===== config.mk =====
export PLATFORM = sky130hd
export DESIGN_NAME = seven_seg_display_flat
export DESIGN_NICKNAME = d
export VERILOG_FILES = /design/src/rtl/seg_pkg.sv /design/src/rtl/seven_seg_display_if.sv /design/src/rtl/bin_to_bcd_seq.sv /design/src/rtl/seven_seg_display.sv /design/src/flat_wrapper.sv
export SDC_FILE = /design/constraint.sdc
export NUM_CORES = 1
export LEC_CHECK = 0
export CAP_MARGIN = 20
export CELL_PAD_IN_SITES_DETAIL_PLACEMENT = 1
export CELL_PAD_IN_SITES_GLOBAL_PLACEMENT = 2
export CORE_MARGIN = 2
export CORE_UTILIZATION = 33
export CTS_CLUSTER_SIZE = 20
export DETAILED_ROUTE_END_ITERATION = 16
export HOLD_SLACK_MARGIN = 0.06
export PLACE_DENSITY_LB_ADDON = 0.1
export SYNTH_ARGS = -nofsm -noshare
export SYNTH_HDL_FRONTEND = slang
export SYNTH_HIERARCHICAL = 1
export SYNTH_SLANG_ARGS = --single-unit

===== constraint.sdc =====
create_clock -name clk -period 2 [get_ports clk]
set_input_delay 0.4 -clock clk [delete_from_list [all_inputs] [get_ports clk]]
set_output_delay 0.4 -clock clk [all_outputs]
set_load 0.05 [all_outputs]

===== src/rtl/seg_pkg.sv =====
// Shared widths, converter state encoding, segment constants and the digit-to-segment table
// for the 7-segment display slice.
package seg_pkg;

  localparam int unsigned BIN_W = 8;
  localparam int unsigned BCD_W = 12;
  localparam int unsigned SEG_W = 7;
  localparam int unsigned AN_W  = 4;

  localparam logic [1:0] ST_IDLE    = 2'b00;
  localparam logic [1:0] ST_CONVERT = 2'b01;
  localparam logic [1:0] ST_COMMIT  = 2'b10;

  localparam logic [SEG_W-1:0] SEG_BLANK = 7'h7F;
  localparam logic [SEG_W-1:0] SEG_MINUS = 7'h3F;

  // Snapshot of what the display currently shows
  typedef struct packed {
    logic             neg;
    logic [BCD_W-1:0] bcd;
  } disp_t;

  // Active-low {g,f,e,d,c,b,a}; anything outside 0-9 shows blank
  function automatic logic [SEG_W-1:0] seg_digit(input logic [3:0] d);
    logic [SEG_W-1:0] s;
    case (d)
      4'd0:    s = 7'h40;
      4'd1:    s = 7'h79;
      4'd2:    s = 7'h24;
      4'd3:    s = 7'h30;
      4'd4:    s = 7'h19;
      4'd5:    s = 7'h12;
      4'd6:    s = 7'h02;
      4'd7:    s = 7'h78;
      4'd8:    s = 7'h00;
      4'd9:    s = 7'h10;
      default: s = SEG_BLANK;
    endcase
    return s;
  endfunction

endpackage


===== src/rtl/seven_seg_display_if.sv =====
// Bundle between the CPU output port side (master) and the display driver (slave).
interface seven_seg_display_if;
  import seg_pkg::*;

  logic [BIN_W-1:0] value;
  logic             signed_mode;
  logic [SEG_W-1:0] seg_n;
  logic             dp_n;
  logic [AN_W-1:0]  an_n;
  logic             busy;
  logic [BCD_W-1:0] bcd_out;
  logic             neg_out;

  modport master (
    output value, signed_mode,
    input  seg_n, dp_n, an_n, busy, bcd_out, neg_out
  );

  modport slave (
    input  value, signed_mode,
    output seg_n, dp_n, an_n, busy, bcd_out, neg_out
  );

endinterface


===== src/rtl/bin_to_bcd_seq.sv =====
// Sequential double-dabble: one add-3/shift step per clock, 8 steps, then a one-cycle commit
// state during which done is high.
module bin_to_bcd_seq
  import seg_pkg::*;
(
  input  logic             clk,
  input  logic             reset,
  input  logic             start,
  input  logic [BIN_W-1:0] bin,
  output logic             busy,
  output logic             done,
  output logic [BCD_W-1:0] bcd
);

  localparam int unsigned CNT_W = $clog2(BIN_W);
  localparam int unsigned CAT_W = BCD_W + BIN_W;

  logic [1:0]       state, state_nxt;
  logic [BIN_W-1:0] shift, shift_nxt;
  logic [BCD_W-1:0] acc, acc_nxt, adj;
  logic [CNT_W-1:0] cnt, cnt_nxt;
  logic [CAT_W-1:0] cat;
  logic             busy_nxt, done_nxt;

  always_ff @(posedge clk) begin
    if (!reset) begin
      state <= ST_IDLE;
      shift <= '0;
      acc   <= '0;
      cnt   <= '0;
      busy  <= 1'b0;
      done  <= 1'b0;
    end else begin
      state <= state_nxt;
      shift <= shift_nxt;
      acc   <= acc_nxt;
      cnt   <= cnt_nxt;
      busy  <= busy_nxt;
      done  <= done_nxt;
    end
  end

  always_comb begin
    state_nxt = state;
    shift_nxt = shift;
    acc_nxt   = acc;
    cnt_nxt   = cnt;
    adj       = acc;
    // Add 3 to every nibble >= 5 before the shift so it carries correctly into the next decade
    for (int i = 0; i < int'(BCD_W / 4); i++) begin
      if (acc[4*i +: 4] >= 4'd5) adj[4*i +: 4] = acc[4*i +: 4] + 4'd3;
    end
    cat = {adj, shift} << 1;

    case (state)
      ST_IDLE: begin
        if (start) begin
          state_nxt = ST_CONVERT;
          shift_nxt = bin;
          acc_nxt   = '0;
          cnt_nxt   = '0;
        end
      end
      ST_CONVERT: begin
        acc_nxt   = cat[CAT_W-1:BIN_W];
        shift_nxt = cat[BIN_W-1:0];
        cnt_nxt   = cnt + 1'b1;
        if (cnt == CNT_W'(BIN_W - 1)) state_nxt = ST_COMMIT;
      end
      ST_COMMIT: state_nxt = ST_IDLE;
      default:   state_nxt = ST_IDLE;
    endcase

    busy_nxt = (state_nxt != ST_IDLE);
    done_nxt = (state_nxt == ST_COMMIT);
  end

  assign bcd = acc;

endmodule


===== src/rtl/seven_seg_display.sv =====
// Converts the CPU output port to signed/unsigned decimal and time-multiplexes it onto a
// 4-digit common-anode display with optional leading-zero blanking.
module seven_seg_display
  import seg_pkg::*;
#(
  parameter int unsigned CLK_DIV       = 50000,
  parameter bit          BLANK_LEADING = 1'b1
) (
  input logic               clk,
  input logic               reset,
  seven_seg_display_if.slave bus
);

  localparam int unsigned PRE_W = $clog2(CLK_DIV);

  logic [BIN_W:0]    pair, cap;
  logic              neg_c, cap_neg, start_c;
  logic [BIN_W-1:0]  mag_c;
  logic              conv_busy, conv_done;
  logic [BCD_W-1:0]  conv_bcd;
  disp_t             shown;
  logic              shown_valid;
  logic [PRE_W-1:0]  presc;
  logic [1:0]        idx;
  logic [AN_W-1:0]   an;
  logic [SEG_W-1:0]  seg_c;
  logic [3:0]        hun, ten, one;

  assign pair    = {bus.signed_mode, bus.value};
  assign neg_c   = bus.signed_mode & bus.value[BIN_W-1];
  assign mag_c   = neg_c ? BIN_W'(~bus.value + 1'b1) : bus.value;
  // Only restart when idle, so a changed input is picked up once the current result commits
  assign start_c = !conv_busy && (!shown_valid || (pair != cap));

  bin_to_bcd_seq u_conv (
    .clk   (clk),
    .reset (reset),
    .start (start_c),
    .bin   (mag_c),
    .busy  (conv_busy),
    .done  (conv_done),
    .bcd   (conv_bcd)
  );

  always_ff @(posedge clk) begin
    if (!reset) begin
      cap         <= '0;
      cap_neg     <= 1'b0;
      shown       <= '0;
      shown_valid <= 1'b0;
    end else begin
      if (start_c) begin
        cap     <= pair;
        cap_neg <= neg_c;
      end
      if (conv_done) begin
        shown.bcd   <= conv_bcd;
        shown.neg   <= cap_neg;
        shown_valid <= 1'b1;
      end
    end
  end

  // Digit scan, free-running and independent of the converter
  always_ff @(posedge clk) begin
    if (!reset) begin
      presc <= '0;
      idx   <= 2'd0;
      an    <= 4'b1110;
    end else if (presc == PRE_W'(CLK_DIV - 1)) begin
      presc <= '0;
      idx   <= idx + 2'd1;
      an    <= {an[AN_W-2:0], an[AN_W-1]};
    end else begin
      presc <= presc + 1'b1;
    end
  end

  assign hun = shown.bcd[11:8];
  assign ten = shown.bcd[7:4];
  assign one = shown.bcd[3:0];

  always_comb begin
    seg_c = SEG_BLANK;
    if (shown_valid) begin
      case (idx)
        2'd0: seg_c = seg_digit(one);
        2'd1: seg_c = (BLANK_LEADING && hun == 4'd0 && ten == 4'd0) ? SEG_BLANK : seg_digit(ten);
        2'd2: seg_c = (BLANK_LEADING && hun == 4'd0) ? SEG_BLANK : seg_digit(hun);
        default: seg_c = shown.neg ? SEG_MINUS : SEG_BLANK;
      endcase
    end
  end

  assign bus.seg_n   = seg_c;
  assign bus.dp_n    = 1'b1;
  assign bus.an_n    = an;
  assign bus.busy    = conv_busy;
  assign bus.bcd_out = shown.bcd;
  assign bus.neg_out = shown.neg;

endmodule


===== src/flat_wrapper.sv =====
// flat-port wrapper written by rule: the top's interface ports become plain ports
module seven_seg_display_flat import seg_pkg::*;
#(
  parameter int unsigned CLK_DIV       = 50000,
  parameter bit          BLANK_LEADING = 1'b1
)
  (clk, reset, bus_value, bus_signed_mode, bus_seg_n, bus_dp_n, bus_an_n, bus_busy, bus_bcd_out, bus_neg_out);
  seven_seg_display_if bus_i ();
  input logic clk;
  input logic reset;
  input wire logic [$bits(bus_i.value)-1:0] bus_value;
  input wire logic [$bits(bus_i.signed_mode)-1:0] bus_signed_mode;
  output wire logic [$bits(bus_i.seg_n)-1:0] bus_seg_n;
  output wire logic [$bits(bus_i.dp_n)-1:0] bus_dp_n;
  output wire logic [$bits(bus_i.an_n)-1:0] bus_an_n;
  output wire logic [$bits(bus_i.busy)-1:0] bus_busy;
  output wire logic [$bits(bus_i.bcd_out)-1:0] bus_bcd_out;
  output wire logic [$bits(bus_i.neg_out)-1:0] bus_neg_out;
  assign bus_i.value = bus_value;
  assign bus_i.signed_mode = bus_signed_mode;
  assign bus_seg_n = bus_i.seg_n;
  assign bus_dp_n = bus_i.dp_n;
  assign bus_an_n = bus_i.an_n;
  assign bus_busy = bus_i.busy;
  assign bus_bcd_out = bus_i.bcd_out;
  assign bus_neg_out = bus_i.neg_out;
  seven_seg_display #(.CLK_DIV(CLK_DIV), .BLANK_LEADING(BLANK_LEADING)) u_core (.clk(clk), .reset(reset), .bus(bus_i));
endmodule

# == Yosys cells after proc, flatten, opt, wreduce, memory -nomap -nowiden ==
# Memories as Yosys holds them, arrays and structs flattened. A register that Yosys moved wholly into a read port is not among the register bits.
# Index checks and enable logic that the tools add are counted.
# totals
reg_bits,73
rom_bits,336
input_bits,11
output_inout_bits,26
word_cells,75
n_memories,3
# op_classes
n_addsub,7
order_cmp,3
n_eq_ne,8
mux,24
n_bitwise,3
n_reduce_logical,13
# mem_list
memory,words,width,read_ports,rd_clocked_by_memory_dff,write_ports,line_no,source
(no name shown),16,7,1,1,0,seg_pkg.sv:26,case (d)
(no name shown),16,7,1,1,0,seg_pkg.sv:26,
(no name shown),16,7,1,1,0,seg_pkg.sv:26,
# op_table
cell,n
2-to-1 mux 4 bit,8
2-to-1 mux 7 bit,4
one-hot mux 12 bit (2 select lines),1
one-hot mux 7 bit (3 select lines),1
"adder 16 x 1 -> 16 bit, second input constant",1
"equality test 16 bit, second input constant",1
2-to-1 mux 8 bit,2
one-hot mux 8 bit (2 select lines),1
"greater-or-equal comparator 4 x 3 -> 1 bit, second input constant",3
2-to-1 mux 12 bit,1
!= test 9 bit,1
"adder 4 x 2 -> 4 bit, second input constant",2
"adder 8 x 1 -> 8 bit, second input constant",1
logical NOT 4 bit,2
NOT 8 bit,1
2-to-1 mux 3 bit,2
one-hot mux 3 bit (2 select lines),1
"equality test 2 x 1 -> 1 bit, second input constant",2
"equality test 2 bit, second input constant",2
logical NOT 2 bit,2
2-to-1 mux 2 bit,2
one-hot mux 2 bit (2 select lines),1
nonzero test 2 bit,2
"adder 3 x 1 -> 3 bit, second input constant",1
other kinds (11),13

# == Depth between registers and ports, before layout ==
# Gate-level depths: netlist (run 1).
# depth
ltp_word,6
depth_mapped,11
mapped_depth_nobuf,8

# == Cells and area by module ==
# Netlist (run 1), hierarchy kept.
# by_module_without_submodules
module,n_inst,cells_each,area_per_inst_um2,seq_area_each_um2
seven_seg_display,1,393,3475.8,1341.3
bin_to_bcd_seq,1,138,1265.0,540.5

# == Least setup slack after synthesis (run 1) ==
# Ideal clock, no wire load.
# synth_path
kind,reg-to-output
start,reg u_core.shown (netlist bit u_core/bus.bcd_out[11])
end,out bus_seg_n[6]
arrival_ps,2121
required_time_ps,1600
path_slack_ps,-521
path_stages_with_launch,5
n_path_buf,0
path_cell_list,dfxtp_1 > nor4_2 > and2_1 > o21ai_0 > a32oi_1
# synth_via
elab_chain_cells,5
elab_cells_between_ends,6
cone_classes,mux (4); reduce/logical (2)
# synth_lines
item,line_no,source
"start, declared",seven_seg_display.sv:21,disp_t shown;
logical NOT 4 bit (*),"seven_seg_display.sv:88, seven_seg_display.sv:89",
logical AND 1 bit,seven_seg_display.sv:88,2'd1: seg_c = (BLANK_LEADING && hun == 4'd0 && ten == 4'd0) ? SEG_BLANK : seg_digit(ten);
2-to-1 mux 7 bit,seven_seg_display.sv:88,
one-hot mux 7 bit (3 select lines) (*),seven_seg_display.sv:86,case (idx)
2-to-1 mux 7 bit (*),seven_seg_display.sv:85,if (shown_valid) begin
"end, declared",flat_wrapper.sv:13,output wire logic [$bits(bus_i.seg_n)-1:0] bus_seg_n;
# Mark *: on every way between the ends. The rest lies on a longest branch, timed or not.

# == Worst setup path in the final report (run 1) ==
# layout_path
start,reg u_core.shown (netlist bit u_core/bus.bcd_out[9])
end,out bus_seg_n[1]
# The elaborated chain is that of the path after synthesis.

==> results of run 1 <==
## layer usage
| metal | GRT usage [%] | vias to the layer above | wire (microns) |
|---|---|---|---|
| met1 | 20.7 | 1852 | 5650 |
| met3 | 3.66 | 14 | 355 |
| li1 | - | 1966 | - |
| met2 | 30.9 | 36 | 6110 |
| met4 | 5.97 | 0 | 182 |
| met5 | 0 | - | 0 |
## what timing repair did
| action | 4_1_cts | 5_1_grt |
|---|---|---|
| gates resized for setup | 11 | 17 |
| setup endpoints to repair | 13 | 41 |
| pin swaps | 7 | 5 |
| buffers inserted | 1 | 2 |
| hold buffers | 0 | 0 |
## stage by stage
step | setup TNS, ns | cells | setup WS (ns)
floorplan | -0.0310 | 531 | -0.0310
global placement | -7.35 | 758 | -0.427
detailed placement | -7.90 | 758 | -0.428
CTS | -1.60 | 774 | -0.250
global route | -1.98 | 776 | -0.300
finish | -1.26 | 776 | -0.198
## area by class of cell
class	instances	area share, %
sequential	94	32.0
clock buffer	11	4.11
tap	180	3.81
timing repair buffer	72	12.1
multi-input combinational	385	45.7
inverter	30	1.91
clock inverter	4	0.402
## synthesized netlist by cell type, drive strengths merged (6+ instances only)
cell,n
dfxtp,94
nand2,50
o21ai,46
nor2,35
inv,30
a21oi,29
ha,29
xnor2,23
mux2i,22
nand3,22
mux2,14
buf,12
nor3,12
clkbuf,10
and2,9
nand2b,9
nand4,9
xor2,8
a32oi,7
and3,6
nor4,6
o22ai,6
## power groups by stage
stage | logic [uW] | registers, uW | clock network, uW
after global placement | 308 | 2000 | 0
after detailed placement | 315 | 2000 | 0
after floorplan | 204 | 1990 | 0
final | 320 | 1960 | 1580
after CTS | 319 | 1960 | 1650
after global routing | 356 | 1960 | 1740
## path summary, 6_finish.rpt
path                endpoint  slack, ns  depth (start not counted)
min reg2reg  u_core/presc[0]       0.46                          1
max reg2reg        flip-flop       0.14                          6
max             bus_seg_n[1]      -0.20                          6
min          u_core/presc[0]       0.46                          1
## cell families after synthesis
| group | synth area share (%) |
|---|---|
| AOI/OAI and AO/OA | 13.3 |
| xor gates and xnor gates | 5.73 |
| adders and majority gates | 7.65 |
| buffers and inverters | 4.91 |
| DFF | 39.7 |
| muxes | 7.97 |
| other | 0.0791 |
| and+or+nand+nor | 20.6 |
==> results.yml, run 1 <==
die:
  fp-row-count: 43
  dieWidth_microns: 124
  start_util_pct: 34.0
  ios: 37
  die_h_microns: 124
  dieArea_sq_mm: 0.0153
  design.core.area_sq_mm: 0.0139
grt:
  antenna_found_initial: 0
  grt_pass1_vias: 4115
  track_usage_pct: 17.4
  grt_max_degree: 20
  grt_remaining_overflow: 0
  grt_pass1_wl_microns: 20500
cells_and_area:
  multi_input_area_sq_mm: 0.00270
  final_cell_mix: "89 x dfxtp_1, 49 x nand2_1, 42 x o21ai_0, 38 x buf_4, 35 x nor2_1"
  fill_cells: 1634
  layout_commonest_cell: "dfxtp_1"
  seqCellArea_sq_mm: 0.00189
  stdcell_area_sq_mm: 0.00591
  area_delta_synth_final_pct: 24.6
  final_core_util_pct: 42.4
  final_nets: 632
  n_antenna_cell: 0
  final_layout_size_suffix_gt1_share_pct: 18.5
power:
  pwr-share-seq_pct: 50.7
  power_density_mw_per_mm2: 654
  power_frac_comb_pct: 8.3
  p_clk_share_pct: 41.0
  intPower_uw: 2930
  irDropWorstVdd_v: 0.000389
  power_switching_uw: 932
  leakage_uw: 0.00254
  sw_frac_of_total_pct: 24.1
  finalPower_uw: 3860
sta:
  rsz0062_at_grt: "true"
  skew_ns: 0.00471
  timing_hold_violations_final: 0
  relSlewSlack_pct: 65.9
  period_needed_ns: 2.20
  finalCritPeriodShare_pct: 110
  slew_viol_final: 0
  fmax_mhz: 455
  setup_viol: 7
  fin_hold_ws_ns: 0.464
  worst_slack_ns: -0.198
  worstMarginPinSlew_ns: 0.510
placement:
  hpwlAfterDp_microns: 9110
  port_buffers: 35
  placed_cell_area_sq_mm: 0.00555
  globalplace.congestion: 0.760
yosys:
  ys_warn_count: 6
  syn_nets: 571
  yosysUniqueCellTypes: 53
  yosysTopAreaCellShare_pct: 39.7
  synth-edff-count: 0
  netlist_instances: 531
  synth_top_area_cell: "dfxtp_1"
  synth-seq-cells: 94
  ys_top_cells_by_area: "dfxtp_1 40%, ha_1 7.7%, o21ai_0 4.9%"
  netlist_area_sq_mm: 0.00474
  avgSynthCellArea_sq_um: 8.93
  async_flop_share_pct: 0
  ys.flop_type: "dfxtp_1"
  synth-seq-area-share_pct: 39.7
clocking:
  htree_levels: 3
  clock_path_buffers: 2
  cts-buffers-inserted: 9
  clkTransAtPathRegs_ns: 0.07
  root_buffer: "clkbuf_16"
  cts_tree: "yes"
  insertion_delay_ns: 0.35
  cts_num_sinks: 94
detailed_routing:
  final_antenna_net_count: 0
  via_count: 3868
  wl_per_cell_microns: 15.8
  first_pass_iters: 4
  drtIter0Drc: 138
  route.detailed.drc: 0
  viasPerCell: 4.98
  routed_wl_microns: 12300
worst_setup_path:
  cp_top_family: "simple AND/OR/NAND/NOR gates"
  critPathLaunchType: "flip-flop"
  r2r-start: "u_core/u_conv/done"
  critPathKind: "flip-flop to primary output"
  cpPeakStageDelay_ns: 0.38
  critPathMaxFanout: 4
  slowest_stage: "nor4_4"
  required_ns: 1.60
  cp-end-kind: "primary output"
  cp_num_buf_inv: 2
  crit_start: "u_core/bus.bcd_out[9]"
  cp.arrival_ns: 1.80
  path_cells: "nor4_4 -> and2_4 -> buf_6 -> o21ai_0 -> nand4_1 -> buf_12"
worst_hold_path:
  hold_start: "u_core/presc[0]"
  hp-class: "flip-flop to flip-flop"
run:
  maxCapViolations: 0
outcome:
  violations: "negative setup slack"
  status: "finished, violations left"
No activity file was read; power rests on OpenSTA's default activity.
==> run 2: changes to the inputs <==
--- a/config.mk
+++ b/config.mk
@@ -9,7 +9,7 @@
 export CELL_PAD_IN_SITES_DETAIL_PLACEMENT = 1
 export CELL_PAD_IN_SITES_GLOBAL_PLACEMENT = 2
 export CORE_MARGIN = 2
-export CORE_UTILIZATION = 33
+export CORE_UTILIZATION = 36
 export CTS_CLUSTER_SIZE = 20
 export DETAILED_ROUTE_END_ITERATION = 16
 export HOLD_SLACK_MARGIN = 0.06
==> constraint.sdc (replaced) <==
create_clock -name clk -period 2.2 [get_ports clk]
set_input_delay 0.44 -clock clk [delete_from_list [all_inputs] [get_ports clk]]
set_output_delay 0.44 -clock clk [all_outputs]
set_load 0.05 [all_outputs]
==> run 2 against run 1 <==
Compared with the run above:
- the flow now finishes without violations
- hold slack improved by 0.0014 ns
- routed wire length up 0.42%
- via count rose by 0.83%
- setup slack better by 0.21 ns
- sequential cell count stayed put
- total power is 6.2% lower
- combinational power is 10% lower
- register-to-register slack better by 0.15 ns
- sequential share of layout area up 0.34 points
- critical endpoint is now bus_seg_n[5]
- highest routed layer unchanged
==> results.yml, run 2 (synthesized netlist as in run 1, its figures left out) <==
cells_and_area:
  stdcell_area_sq_mm: 0.00584
  area_delta_synth_final_pct: 23.1
  final_cell_mix: "91 x dfxtp_1, 49 x nand2_1, 40 x o21ai_0, 35 x nor2_1, 30 x inv_1"
  n_antenna_cell: 0
  fill_cells: 1495
  final_layout_size_suffix_gt1_share_pct: 16.5
  layout_commonest_cell: "dfxtp_1"
  final_nets: 625
grt:
  track_usage_pct: 18.3
  grt_pass1_vias: 4102
  antenna_found_initial: 0
  grt_remaining_overflow: 0
  grt_max_degree: 20
  grt_pass1_wl_microns: 20800
die:
  dieWidth_microns: 119
  ios: 37
  start_util_pct: 37.3
  dieArea_sq_mm: 0.0141
  fp-row-count: 41
  design.core.area_sq_mm: 0.0127
  die_h_microns: 119
power:
  power_density_mw_per_mm2: 621
  finalPower_uw: 3620
  irDropWorstVdd_v: 0.000489
  intPower_uw: 2780
  p_clk_share_pct: 42.9
  power_switching_uw: 848
  leakage_uw: 0.00238
  pwr-share-seq_pct: 49.2
  power_frac_comb_pct: 7.9
  sw_frac_of_total_pct: 23.4
sta:
  fmax_mhz: 457
  period_needed_ns: 2.19
  relSlewSlack_pct: 65.7
  worstMarginPinSlew_ns: 0.513
  slew_viol_final: 0
  skew_ns: 0.00599
  rsz0062_at_grt: "true"
  finalCritPeriodShare_pct: 99.5
  timing_hold_violations_final: 0
  setup_viol: 0
detailed_routing:
  viasPerCell: 5.13
  final_antenna_net_count: 0
  first_pass_iters: 4
  routed_wl_microns: 12300
  drtIter0Drc: 177
  via_count: 3900
  wl_per_cell_microns: 16.2
  route.detailed.drc: 0
worst_setup_path:
  critPathKind: "flip-flop to primary output"
  slowest_stage: "dfxtp_2"
  cp_top_family: "simple AND/OR/NAND/NOR gates"
  cp_num_buf_inv: 3
  critPathLaunchType: "flip-flop"
  cp.arrival_ns: 1.75
  cpPeakStageDelay_ns: 0.33
  path_cells: "nor4_2 -> buf_4 -> and2_4 -> buf_6 -> o21ai_2 -> nand4_1 -> buf_12"
  critPathMaxFanout: 4
  cp-end-kind: "primary output"
  required_ns: 1.76
clocking:
  root_buffer: "clkbuf_16"
  cts-buffers-inserted: 9
  cts_num_sinks: 94
  cts_tree: "yes"
  insertion_delay_ns: 0.34
  clkTransAtPathRegs_ns: 0.06
  clock_path_buffers: 2
  htree_levels: 3
placement:
  hpwlAfterDp_microns: 9150
  globalplace.congestion: 0.769
  placed_cell_area_sq_mm: 0.00548
  port_buffers: 35
worst_hold_path:
  hp-class: "flip-flop to flip-flop"
run:
  maxCapViolations: 0
outcome:
  status: "complete, no violations"
[run 2: layer usage]
layer | track usage, % | up-vias | wire, microns
li1 | - | 1951 | -
met1 | 23.0 | 1899 | 5890
met2 | 31.5 | 37 | 5990
met3 | 4.58 | 13 | 315
met4 | 4.02 | 0 | 144
met5 | 0 | - | 0
[run 2: worst paths after layout]
kind                                from              end  slack, ns  depth (start not counted)
setup / recovery  u_core/bus.bcd_out[10]     bus_seg_n[5]       0.01                          7
hold / removal           u_core/presc[0]  u_core/presc[0]       0.47                          1
setup reg to reg      u_core/u_conv/done        flip-flop       0.29                          7
hold reg to reg          u_core/presc[0]  u_core/presc[0]       0.47                          1
[run 2: worst register-to-register path: stages (launching register included)]
cell     delay (ns)
dfxtp_1        0.36
buf_12         0.17
mux2_2         0.38
and2_1         0.24
inv_1          0.13
ha_1           0.15
o21ai_0        0.09
mux2_2         0.28
[run 2: layout make-up]
type,count,area [sq um],area share [%]
clock inverter,3,46.3,0.793
clock buffer,11,243,4.16
inverter,30,113,1.93
sequential,94,1890,32.3
timing repair buffer,65,657,11.3
tap,172,215,3.69
multi-input combinational,385,2680,45.9
[run 2: through the flow]
| step | setup TNS, ns | hold WS [ns] | std cells | setup slack (ns) | util, % |
|---|---|---|---|---|---|
| 2_1_floorplan | -0.0144 | 0.426 | 531 | -0.0144 | - |
| 3_3_place_gp | -2.04 | 0.440 | 742 | -0.229 | 43.1 |
| 3_5_place_dp | -2.53 | 0.449 | 742 | -0.257 | 43.1 |
| 4_1_cts | -0.0689 | 0.465 | 758 | -0.0259 | 45.7 |
| 5_1_grt | -0.510 | 0.478 | 760 | -0.106 | 45.9 |
| 6_report | 0 | 0.465 | 760 | 0.0111 | 45.9 |
[run 2: power by group through the flow]
stage	Clock, uW	Combinational, uW	Sequential [uW]
global route	1680	319	1790
floorplan	0	185	1810
global placement	0	278	1820
detailed placement	0	287	1820
finish	1560	287	1780
CTS	1610	288	1780
[run 2: what timing repair did]
action                     in CTS  in global routing
pin swaps                       7                  2
resized for setup              17                  2
setup endpoints to repair       5                  9
buffers inserted                2                  2
hold buffers                    0                  0
==> run 3: changes to the inputs <==
--- a/config.mk
+++ b/config.mk
@@ -14,6 +14,7 @@
 export DETAILED_ROUTE_END_ITERATION = 16
 export HOLD_SLACK_MARGIN = 0.06
 export PLACE_DENSITY_LB_ADDON = 0.1
+export REMOVE_ABC_BUFFERS = 1
 export SYNTH_ARGS = -nofsm -noshare
 export SYNTH_HDL_FRONTEND = slang
 export SYNTH_HIERARCHICAL = 1
==> run 3 against run 2 <==
Compared with the run above:
- the flow now finishes with violations (negative setup slack)
- non-clock buffer count shrank 3
- core utilization decreased by 0.079 points
- maximum frequency fell by 1.3%
- routed wire length down 2.1%
- setup slack worse by 0.029 ns
- sequential cell count unchanged
- sequential share of layout area up 0.055 points
- hold slack got worse by 0.0053 ns
- final cell count down 0.13%
- clock skew decreased by 0.00086 ns
- combinational power is essentially flat
- via count is 0.74% lower
- critical path type unchanged
- largest cell class unchanged
==> results.yml, run 3 (synthesized netlist as in run 1, its figures left out) <==
die:
  die_h_microns: 119
  dieWidth_microns: 119
  fp-row-count: 41
  start_util_pct: 37.3
  dieArea_sq_mm: 0.0141
  ios: 37
  design.core.area_sq_mm: 0.0127
sta:
  timing_hold_violations_final: 0
  fin_hold_ws_ns: 0.460
  finalCritPeriodShare_pct: 101
  setup_viol: 1
  worstMarginPinSlew_ns: 0.548
  slew_viol_final: 0
  rsz0062_at_grt: "true"
  skew_ns: 0.00513
  relSlewSlack_pct: 63.5
  fmax_mhz: 451
  worst_slack_ns: -0.0181
  period_needed_ns: 2.22
cells_and_area:
  final_cell_mix: "91 x dfxtp_1, 49 x nand2_1, 42 x o21ai_0, 35 x nor2_1, 30 x inv_1"
  fill_cells: 1513
  layout_commonest_cell: "dfxtp_1"
  n_antenna_cell: 0
  final_layout_size_suffix_gt1_share_pct: 16.2
  area_delta_synth_final_pct: 22.9
  seqCellArea_sq_mm: 0.00189
  stdcell_area_sq_mm: 0.00583
  multi_input_area_sq_mm: 0.00269
  final_nets: 622
detailed_routing:
  drtIter0Drc: 160
  via_count: 3871
  viasPerCell: 5.10
  final_antenna_net_count: 0
  route.detailed.drc: 0
  first_pass_iters: 4
  wl_per_cell_microns: 15.9
  routed_wl_microns: 12100
clocking:
  htree_levels: 3
  cts_num_sinks: 94
  cts-buffers-inserted: 9
  cts_hold_buf: 0
  cts_tree: "yes"
  clkTransAtPathRegs_ns: 0.06
  root_buffer: "clkbuf_16"
  insertion_delay_ns: 0.35
  clock_path_buffers: 2
power:
  irDropWorstVdd_v: 0.000337
  power_density_mw_per_mm2: 626
  leakage_uw: 0.00238
run:
  maxCapViolations: 0
placement:
  globalplace.congestion: 0.791
  port_buffers: 35
  hpwlAfterDp_microns: 8720
  placed_cell_area_sq_mm: 0.00544
  place_ws_ns: -0.341
worst_setup_path:
  cp_top_family: "simple AND/OR/NAND/NOR gates"
  cpPeakStageDelay_ns: 0.34
  reg2reg_slack_ns: 0.20
  critPathMaxFanout: 3
  cp.arrival_ns: 1.78
  critPathLaunchType: "flip-flop"
  path_cells: "nor4_4 -> buf_4 -> o21ai_2 -> and3_4 -> a32oi_4 -> buf_12"
  critPathKind: "flip-flop to primary output"
  cp-end-kind: "primary output"
  cp_num_buf_inv: 2
  slowest_stage: "dfxtp_2"
  required_ns: 1.76
outcome:
  violations: "negative setup slack"
  status: "finished, violations left"
grt:
  grt_pass1_wl_microns: 20300
  grt_remaining_overflow: 0
  grt_max_degree: 28
  antenna_found_initial: 0
  track_usage_pct: 18.2
  grt_pass1_vias: 3996
worst_hold_path:
  hp-class: "flip-flop to flip-flop"
[run 3: path summary, 6_finish.rpt]
check / from / end / cells past startpoint
setup / recovery: u_core/bus.bcd_out[8] / bus_seg_n[6] / 6
hold / removal: u_core/presc[0] / u_core/presc[0] / 1
setup reg to reg: u_core/u_conv/done / flip-flop / 7
hold reg to reg: u_core/presc[0] / u_core/presc[0] / 1
[run 3: metal layers]
| layer | GRT usage (%) | share of wire (%) |
|---|---|---|
| met5 | 0 | 0 |
| met4 | 5.58 | 1.3 |
| met3 | 4.58 | 2.5 |
| met2 | 31.6 | 49 |
| met1 | 22.0 | 47 |
[run 3: area by class of cell]
class                           count  share of cell area (%)
Multi-Input combinational cell    385                    46.2
Sequential cell                    94                    32.4
Timing Repair Buffer               62                    10.8
Clock buffer                       13                    4.29
Tap cell                          172                    3.69
Inverter                           30                    1.93
Clock inverter                      3                   0.751
[run 3: where the power goes]
group          internal (uW)  switching (uW)  total (uW)
sequential              1740            34.4        1780
combinational            128             159         287
clock                    914             670        1580
total                   2790             863        3650
[run 3: worst reg2reg max path: cells and delay by family (launching register included)]
kind / cells / cell delay [ns]
mux: 2 / 0.66
fa+ha+maj: 1 / 0.17
flops: 1 / 0.42
buf+inv: 2 / 0.31
simple gates: 1 / 0.23
compound gates: 1 / 0.10
[run 3: metrics by stage]
step	TNS, ns	utilization (%)	total power, uW	cells
floorplan	-0.361	-	1970	509
global placement	-4.10	42.8	2090	740
detailed placement	-5.72	42.8	2100	740
CTS	-0.138	45.4	3700	758
global route	-0.354	45.8	3820	759
finish	-0.0181	45.8	3650	759
[run 3: repair_timing]
| item | 4_1_cts | 5_1_grt |
|---|---|---|
| gates resized for setup | 7 | 14 |
| cloned | 0 | 0 |
| pin swaps | 7 | 7 |
| buffers inserted | 2 | 1 |
| endpoints found under the setup margin | 7 | 24 |
